## config.mk

```make
export PLATFORM = sky130hd
export DESIGN_NAME = jtag_master
export DESIGN_NICKNAME = d
export VERILOG_FILES = /design/src/rtl/jtag_master_pkg.sv /design/src/rtl/jtag_tck_gen.sv /design/src/rtl/jtag_master.sv
export SDC_FILE = /design/constraint.sdc
export NUM_CORES = 1
export LEC_CHECK = 0
export CAP_MARGIN = 25
export CORE_MARGIN = 4
export CORE_UTILIZATION = 48
export DETAILED_ROUTE_END_ITERATION = 10
export PLACE_DENSITY_LB_ADDON = 0.1
export SYNTH_ARGS = -nofsm -noshare
export SYNTH_HDL_FRONTEND = slang
export SYNTH_SLANG_ARGS = --single-unit
```

## constraint.sdc

```tcl
create_clock -name clk -period 5.8 [get_ports clk]
set_clock_uncertainty 0.1 [all_clocks]
set_input_delay 1.16 -clock clk [delete_from_list [all_inputs] [get_ports clk]]
set_output_delay 1.16 -clock clk [all_outputs]
set_load 0.01 [all_outputs]
```

## src/rtl/jtag_master_pkg.sv

```systemverilog
// Shared types and constants for the JTAG master: controller state encoding,
// per-state TMS levels and the TCK cycle overheads of each command type.
package jtag_master_pkg;

    typedef enum logic [3:0] {
        ST_TLR,
        ST_ENTER_RTI,
        ST_IDLE,
        ST_NULL,
        ST_SEL_DR,
        ST_SEL_IR,
        ST_CAPTURE,
        ST_TO_SHIFT,
        ST_SHIFT,
        ST_UPDATE,
        ST_TO_IDLE
    } state_t;

    localparam int TLR_CYCLES = 5;

    localparam logic TMS_TLR        = 1'b1;
    localparam logic TMS_ENTER_RTI  = 1'b0;
    localparam logic TMS_IDLE       = 1'b0;
    localparam logic TMS_SEL_DR     = 1'b1;
    localparam logic TMS_SEL_IR     = 1'b1;
    localparam logic TMS_CAPTURE    = 1'b0;
    localparam logic TMS_TO_SHIFT   = 1'b0;
    localparam logic TMS_SHIFT      = 1'b0;
    localparam logic TMS_SHIFT_LAST = 1'b1;
    localparam logic TMS_UPDATE     = 1'b1;
    localparam logic TMS_TO_IDLE    = 1'b0;

    // TCK cycles spent outside the shift phase of each command type
    localparam int DR_OVERHEAD  = 5;
    localparam int IR_OVERHEAD  = 6;
    localparam int RESET_CYCLES = TLR_CYCLES + 1;

    function automatic logic tck_running(input state_t s);
        return !(s == ST_IDLE || s == ST_NULL);
    endfunction

endpackage

```

## src/rtl/jtag_tck_gen.sv

```systemverilog
// TCK divider: toggles tck every CLK_DIV clk cycles while enabled, parks low
// otherwise; strobes flag the clk edges that drive tck high and low.
module jtag_tck_gen #(
    parameter int CLK_DIV = 2
) (
    input  logic clk,
    input  logic rst,
    input  logic en,
    output logic tck,
    output logic rise_stb,
    output logic fall_stb
);

    localparam int DIV_W = (CLK_DIV > 1) ? $clog2(CLK_DIV) : 1;
    localparam logic [DIV_W-1:0] DIV_LAST = DIV_W'(CLK_DIV - 1);

    logic [DIV_W-1:0] div_cnt;
    logic             wrap;

    assign wrap     = en && (div_cnt == DIV_LAST);
    assign rise_stb = wrap && !tck;
    assign fall_stb = wrap && tck;

    always_ff @(posedge clk or posedge rst) begin
        if (rst) begin
            div_cnt <= '0;
            tck     <= 1'b0;
        end else if (!en) begin
            div_cnt <= '0;
            tck     <= 1'b0;
        end else if (wrap) begin
            div_cnt <= '0;
            tck     <= ~tck;
        end else begin
            div_cnt <= div_cnt + 1'b1;
        end
    end

endmodule

```

## src/rtl/jtag_master.sv

```systemverilog
// Host-side JTAG driver: turns IR/DR scan and TAP-reset commands into TCK/TMS/TDI
// sequences, one controller state per TCK cycle, and returns captured TDO bits.
module jtag_master
    import jtag_master_pkg::*;
#(
    parameter int CLK_DIV = 2,
    parameter int MAX_LEN = 32,
    parameter int LEN_W   = $clog2(MAX_LEN + 1)
) (
    input  logic               clk,
    input  logic               rst,
    input  logic               cmd_valid,
    output logic               cmd_ready,
    input  logic               cmd_reset,
    input  logic               cmd_ir,
    input  logic [LEN_W-1:0]   cmd_len,
    input  logic [MAX_LEN-1:0] cmd_data,
    output logic               rsp_valid,
    output logic [MAX_LEN-1:0] rsp_data,
    output logic               busy,
    output logic               tck,
    output logic               tms,
    output logic               tdi,
    input  logic               tdo,
    output logic               trst_n
);

    state_t             state;
    logic [2:0]         tlr_cnt;
    logic [LEN_W-1:0]   bit_cnt;
    logic [LEN_W-1:0]   len_q;
    logic [LEN_W-1:0]   len_c;
    logic [MAX_LEN-1:0] sr;
    logic               ir_q;
    logic               reset_q;
    logic               active_q;
    logic               accept;
    logic               to_idle;
    logic               rise_stb;
    logic               fall_stb;

    jtag_tck_gen #(.CLK_DIV(CLK_DIV)) u_tck_gen (
        .clk      (clk),
        .rst      (rst),
        .en       (tck_running(state)),
        .tck      (tck),
        .rise_stb (rise_stb),
        .fall_stb (fall_stb)
    );

    assign len_c   = (cmd_len > LEN_W'(MAX_LEN)) ? LEN_W'(MAX_LEN) : cmd_len;
    assign accept  = cmd_valid && cmd_ready;
    assign to_idle = (state == ST_NULL) ||
                     (fall_stb && (state == ST_ENTER_RTI || state == ST_TO_IDLE));

    always_ff @(posedge clk or posedge rst) begin
        if (rst) trst_n <= 1'b0;
        else     trst_n <= 1'b1;
    end

    always_ff @(posedge clk or posedge rst) begin
        if (rst) begin
            state     <= ST_TLR;
            tlr_cnt   <= 3'(TLR_CYCLES);
            bit_cnt   <= '0;
            len_q     <= '0;
            sr        <= '0;
            ir_q      <= 1'b0;
            reset_q   <= 1'b0;
            active_q  <= 1'b0;
            tms       <= 1'b1;
            tdi       <= 1'b0;
            cmd_ready <= 1'b0;
            busy      <= 1'b1;
            rsp_valid <= 1'b0;
            rsp_data  <= '0;
        end else begin
            rsp_valid <= 1'b0;

            if (state == ST_IDLE && accept) begin
                cmd_ready <= 1'b0;
                busy      <= 1'b1;
                active_q  <= 1'b1;
                reset_q   <= cmd_reset;
                ir_q      <= cmd_ir;
                len_q     <= len_c;
                bit_cnt   <= len_c;
                sr        <= cmd_data;
                if (cmd_reset) begin
                    state   <= ST_TLR;
                    tlr_cnt <= 3'(TLR_CYCLES);
                    tms     <= TMS_TLR;
                end else if (len_c == '0) begin
                    state <= ST_NULL;
                end else begin
                    state <= ST_SEL_DR;
                    tms   <= TMS_SEL_DR;
                end
            end

            // TDO is stable here: the target launched it on the previous TCK fall
            if (rise_stb && state == ST_SHIFT)
                sr <= {tdo, sr[MAX_LEN-1:1]};

            if (fall_stb) begin
                case (state)
                    ST_TLR: begin
                        if (tlr_cnt == 3'd1) begin
                            state <= ST_ENTER_RTI;
                            tms   <= TMS_ENTER_RTI;
                        end else begin
                            tlr_cnt <= tlr_cnt - 3'd1;
                        end
                    end
                    ST_SEL_DR: begin
                        if (ir_q) begin
                            state <= ST_SEL_IR;
                            tms   <= TMS_SEL_IR;
                        end else begin
                            state <= ST_CAPTURE;
                            tms   <= TMS_CAPTURE;
                        end
                    end
                    ST_SEL_IR: begin
                        state <= ST_CAPTURE;
                        tms   <= TMS_CAPTURE;
                    end
                    ST_CAPTURE: begin
                        state <= ST_TO_SHIFT;
                        tms   <= TMS_TO_SHIFT;
                    end
                    ST_TO_SHIFT: begin
                        state <= ST_SHIFT;
                        tms   <= (bit_cnt == LEN_W'(1)) ? TMS_SHIFT_LAST : TMS_SHIFT;
                        tdi   <= sr[0];
                    end
                    ST_SHIFT: begin
                        bit_cnt <= bit_cnt - 1'b1;
                        if (bit_cnt == LEN_W'(1)) begin
                            state <= ST_UPDATE;
                            tms   <= TMS_UPDATE;
                            tdi   <= 1'b0;
                        end else begin
                            tms <= (bit_cnt == LEN_W'(2)) ? TMS_SHIFT_LAST : TMS_SHIFT;
                            tdi <= sr[0];
                        end
                    end
                    ST_UPDATE: begin
                        state <= ST_TO_IDLE;
                        tms   <= TMS_TO_IDLE;
                    end
                    default: ;
                endcase
            end

            // Captured bits sit in the top len_q positions of sr
            if (to_idle) begin
                state     <= ST_IDLE;
                tms       <= TMS_IDLE;
                cmd_ready <= 1'b1;
                busy      <= 1'b0;
                active_q  <= 1'b0;
                rsp_valid <= active_q;
                if (active_q)
                    rsp_data <= reset_q ? '0 : (sr >> (LEN_W'(MAX_LEN) - len_q));
            end
        end
    end

endmodule

```

Yosys cells after proc, flatten, opt, wreduce, memory -nomap -nowiden
Index checks and enable logic that the tools add are counted.
{"block": "word_totals", "ff_bits": 94, "input_bits": 44, "word_cells": 101}
{"block": "op_classes", "add_sub_neg": 4, "order_cmp": 1, "n_eq_ne": 13, "n_shift": 1, "n_mux": 43, "bitwise": 1, "reduce_logical": 21}
{"op": "32-bit 2-to-1 mux", "count": 3}
{"op": "32-bit by 6-bit >> shifter with 32-bit output", "count": 1}
{"op": "4-bit one-hot mux with 7 select lines", "count": 1}
{"op": "6-bit 2-to-1 mux", "count": 4}
{"op": "3-bit 2-to-1 mux", "count": 7}
{"op": "1-bit 2-to-1 mux", "count": 20}
{"op": "4-bit 2-to-1 mux", "count": 5}
{"op": "4-bit by 3-bit == test with 1-bit output, second input constant", "count": 4}
{"op": "4-bit == test, second input constant", "count": 3}
{"op": "4-bit by 2-bit == test with 1-bit output, second input constant", "count": 2}
{"op": "2-bit nonzero test", "count": 4}
{"op": "1-bit logical AND", "count": 7}
{"op": "6-bit by 1-bit == test with 1-bit output, second input constant", "count": 1}
{"op": "6-bit by 2-bit == test with 1-bit output, second input constant", "count": 1}
{"op": "6-bit > comparator, second input constant", "count": 1}
{"op": "6-bit zero test", "count": 1}
{"op": "6-bit by 1-bit subtractor with 6-bit output, second input constant", "count": 1}
{"op": "6-bit subtractor, first input constant", "count": 1}
{"op": "1-bit one-hot mux with 5 select lines", "count": 1}
{"op": "4-bit by 1-bit == test with 1-bit output, second input constant", "count": 1}
{"op": "4-bit zero test", "count": 1}
{"op": "2-bit AND reduction", "count": 2}
{"op": "3-bit by 1-bit == test with 1-bit output, second input constant", "count": 1}
{"op": "1-bit logical OR", "count": 3}
{"op": "7 further kinds", "count": 8}

Logic depth before layout (Yosys ltp)
{"block": "logic_depth", "depth_word": 10, "depth_mapped": 13, "mapped_depth_nobuf": 7}

Hierarchy
A second synthesis with hierarchy kept.
{"block": "hier_totals", "hier_cells": 630, "area_unflattened_um2": 6105.9}
{"mod": "jtag_master", "instances": 1, "cells_each": 621, "area_per_inst_um2": 6013.3, "seq_area_each_um2": 2307.2}
{"mod": "jtag_tck_gen", "instances": 1, "cells_each": 9, "area_per_inst_um2": 92.6, "seq_area_each_um2": 50.0}

Worst setup path after synthesis
Ideal clock, no wire load.
{"block": "synth_path", "kind": "flip-flop to flip-flop", "start": "register len_q[0]", "end": "register rsp_data[3]", "arrival_time_ns": 3.254, "path_slack_ns": 2.320, "path_stages_with_launch": 12, "n_path_buf": 5, "path_cell_list": "dfrtp_1 buf_4 buf_4 clkinv_1 buf_2 ha_1 clkbuf_1 buf_2 mux2_2 mux4_2 mux2_2 a221o_1"}
{"block": "synth_between", "elab_chain_len": 3}
{"item": "start: declaration", "line": "jtag_master.sv:31", "text": "logic [LEN_W-1:0] len_q;"}
{"item": "start signal: assignment", "line": "jtag_master.sv:86", "text": "len_q <= len_c;"}
{"item": "6-bit subtractor", "line": "jtag_master.sv:165", "text": "rsp_data <= reset_q ? '0 : (sr >> (LEN_W'(MAX_LEN) - len_q));"}
{"item": "32-bit by 6-bit >> shifter with 32-bit output", "line": "jtag_master.sv:165"}
{"item": "32-bit 2-to-1 mux", "line": "jtag_master.sv:165"}
{"item": "end signal: assignment", "line": "jtag_master.sv:165"}
{"item": "end: declaration", "line": "jtag_master.sv:19", "text": "output logic [MAX_LEN-1:0] rsp_data,"}
No other way between the ends.
A chain may end at the register's enable or synchronous reset.

Worst setup path in the final report
Same ends and word-level chain as after synthesis.

==> results.json <==
{
  "power_frac_comb": 0.051,
  "layout.nets": 701,
  "grt.total_usage": 0.223,
  "rsz0062_at_grt": "false",
  "setup_violations": 0,
  "pwr-share-seq": 0.489,
  "rrSetupSlack_ns": 1.85,
  "synth_top_family_by_area": "multiplexers",
  "syn_avg_cell_area_um2": 9.94,
  "status": "completed",
  "synth_mux_area_frac": 0.182,
  "rr_startpoint": "len_q[0]$_DFFE_PP0P_",
  "numPortBuffers": 82,
  "period_minus_slack_ns": 3.95,
  "ys_types": 63,
  "max-cap-violations": 0,
  "die_h_um": 119,
  "netlist_area_um2": 5880,
  "clk_pin_slew_ns": 0.07,
  "leakage_nw": 3.03,
  "ys_ff_latch": 94,
  "sw_frac_of_total": 0.213,
  "critPathArrivalTime_ns": 4.09,
  "synth-edff-count": 0,
  "hold_path_end": "rsp_data[30]$_DFFE_PP0P_",
  "cp.required_ns": 5.94,
  "antenna_found_initial": 0,
  "async_reset_ff_frac": 1.00,
  "syn_nets": 641,
  "worst_pin_slew_ns": 0.903,
  "path_class": "register to register",
  "cts_setup_buffers": 0,
  "power_density_nw_per_um2": 190,
  "drcViolationCount": 0,
  "area_growth_pct": 21.6,
  "hpwl_mm": 11.1,
  "post-route-period-util": 0.681,
  "drive_gt1_frac": 0.151,
  "die-area_um2": 14100,
  "clock_latency_ns": 0.35,
  "dp_cells": 787,
  "dr.first_iter.drc_count": 482,
  "maxSlewHeadroom": 0.394,
  "p_switching_w": 0.000289,
  "fin_cells": 803,
  "start_kind": "register",
  "cp_max_fo": 41,
  "p_int_w": 0.00107,
  "vias": 4890,
  "hold_buffers": 0,
  "synth_compound_area_frac": 0.180,
  "grt-ovfl-total": 0,
  "synthAdderAreaFrac": 0.0128,
  "vias_per_cell": 6.09,
  "yosysSeqAreaShare": 0.401,
  "r2r_cells": 8,
  "grt_max_degree": 52,
  "clock-sinks": 94,
  "cts_tree": "yes",
  "rows": 40,
  "drt_wl_total_mm": 15.3,
  "synth-simple-area-share": 0.164,
  "htree_levels": 3,
  "min_path_cells": 2,
  "synth_xor_area_frac": 0.0134,
  "wl_per_cell_um": 19.1,
  "cts_made_buffers": 9,
  "ioPinCount": 83,
  "timing.rr.end": "rsp_data[3]$_DFFE_PP0P_",
  "cts_root_buf": "clkbuf_16",
  "diodes": 0,
  "grt_pass1_wl_mm": 25.3,
  "yosysWarnings": 0,
  "grt_pass1_vias": 4715,
  "clock.fmax_mhz": 253,
  "fp.dieW_um": 119,
  "clockBufferDepth": 2,
  "first_pass_iters": 5,
  "synthesis.instances": 591,
  "initial_core_util": 0.489,
  "clkPwrFrac": 0.461,
  "min_from": "rsp_data[30]$_DFFE_PP0P_",
  "hold_violations": 0,
  "gp_congestion": 0.829,
  "setup-tns-final_ns": 0,
  "drv_slew": 0,
  "setup.worst_path.end_class": "register",
  "detail-route-antenna-nets": 0,
  "worstHoldPathType": "register to register",
  "cp-startpoint": "len_q[0]$_DFFE_PP0P_",
  "core_um2": 12000,
  "peakVddDrop_mv": 0.223,
  "cts-resized-gates": 0,
  "synth_top_flop_cell": "dfrtp_1"
}
-- cells in the final DEF, fill, tap and decap left out, types with 3 or more instances in the layout --
| master | instances |
|---|---|
| mux2_2 | 27 |
| o211ai_1 | 3 |
| ha_1 | 6 |
| clkbuf_16 | 9 |
| a22o_1 | 9 |
| clkbuf_8 | 3 |
| clkdlybuf4s50_1 | 82 |
| buf_4 | 11 |
| mux2i_1 | 16 |
| a21o_1 | 5 |
| a21oi_1 | 19 |
| a31oi_1 | 3 |
| or3_1 | 5 |
| nor3_1 | 7 |
| mux4_2 | 27 |
| and2_1 | 6 |
| nand2b_1 | 4 |
| a32o_1 | 4 |
| nor2_1 | 31 |
| dfrtp_1 | 90 |
| dfstp_2 | 4 |
| xnor2_1 | 4 |
| a221oi_1 | 3 |
| nor3_2 | 3 |
| a211oi_1 | 3 |
| xor2_1 | 3 |
| nor2b_1 | 7 |
| a2111oi_0 | 10 |
| and3_1 | 4 |
| o21ai_0 | 12 |
| nor4_1 | 5 |
| inv_1 | 14 |
| nand2_1 | 115 |
| a221o_1 | 15 |
| a22oi_1 | 32 |
| o21ai_1 | 5 |
-- worst max-delay path, cell delays in order (launching register included) --
cell	delay, ns
dfrtp_1	0.32
buf_4	0.39
clkinv_1	0.57
ha_1	0.50
buf_4	0.41
mux2_2	0.44
mux4_2	0.48
mux2_2	0.29
a221o_1	0.32
-- worst max path at each step --
stage / endpoint / cells after the start / slack (ns)
finish: rsp_data[3]$_DFFE_PP0P_ / 8 / 1.85
global route: rsp_data[0]$_DFFE_PP0P_ / 9 / 1.57
CTS: rsp_data[3]$_DFFE_PP0P_ / 8 / 1.84
detailed placement: rsp_data[1]$_DFFE_PP0P_ / 8 / 1.84
global placement: rsp_data[3]$_DFFE_PP0P_ / 8 / 1.92
floorplan: active_q$_DFFE_PP0P_ / 1 / 2.10
-- sequential cells by signal, summed over array words and instances, names as in the netlist, 3 cells and up --
register,flops
rsp_data,32
sr,32
tlr_cnt,3
len_q,6
bit_cnt,6
state,4
-- synth_stat cells, types with 5 or more instances --
cell type,instances,area [µm²]
a22o_1,9,78.8
mux4_2,27,608
a221o_1,15,150
mux2i_1,16,160
nor4_1,5,31.3
a22oi_1,32,240
and2_1,6,37.5
or3_1,5,31.3
clkbuf_1,33,124
xnor2_1,5,43.8
inv_1,15,56.3
buf_2,8,40.0
nor2b_1,7,43.8
o21ai_0,12,60.1
a21o_1,5,37.5
ha_1,6,75.1
dfrtp_1,90,2250
o21ai_1,5,25.0
a2111oi_0,10,87.6
a21oi_1,19,95.1
nand2_1,115,432
mux2_2,27,304
nor3_1,7,35.0
nor2_1,32,120
-- power groups by stage --
stage	clock, W	combinational (W)	sequential, W
after floorplan	0	0.0000262	0.000674
after global placement	0	0.0000666	0.000676
after detailed placement	0	0.0000696	0.000676
after CTS	0.000639	0.0000699	0.000664
after global routing	0.000665	0.0000757	0.000664
final	0.000626	0.0000689	0.000664
-- metal layers --
layer	routed length [µm]	global-route usage	part of all wire
met5	0	0	0
met1	6890	0.317	0.45
met3	902	0.0507	0.059
met2	7310	0.349	0.48
met4	242	0.0521	0.016
-- logic make-up after synthesis --
group,after synthesis
AOI/OAI and AO/OA,141
adders and majority gates,6
muxes,70
buffers and inverters,63
DFF,94
xor gates and xnor gates,9
and+or+nand+nor,207
other,1
-- stage by stage --
| stage | hold WS (ns) | utilization | worst slack, ns | power, W | instance area (µm²) |
|---|---|---|---|---|---|
| finish | 0.386 | 0.595 | 1.85 | 0.00136 | 7140 |
| global route | 0.408 | 0.595 | 1.57 | 0.00141 | 7140 |
| CTS | 0.392 | 0.595 | 1.84 | 0.00137 | 7140 |
| detailed placement | 0.378 | 0.568 | 1.84 | 0.000746 | 6820 |
| global placement | 0.371 | 0.564 | 1.92 | 0.000743 | 6780 |
| floorplan | 0.358 | - | 2.10 | 0.000701 | 5880 |
-- layout make-up --
class,instances,area (µm²)
tap,147,184
fill,1085,4870
inverter,16,61.3
clock buffer,13,270
clock inverter,3,48.8
multi-input combinational,434,3270
timing repair buffer,96,950
sequential,94,2360
(Power assumes the default switching activity.)
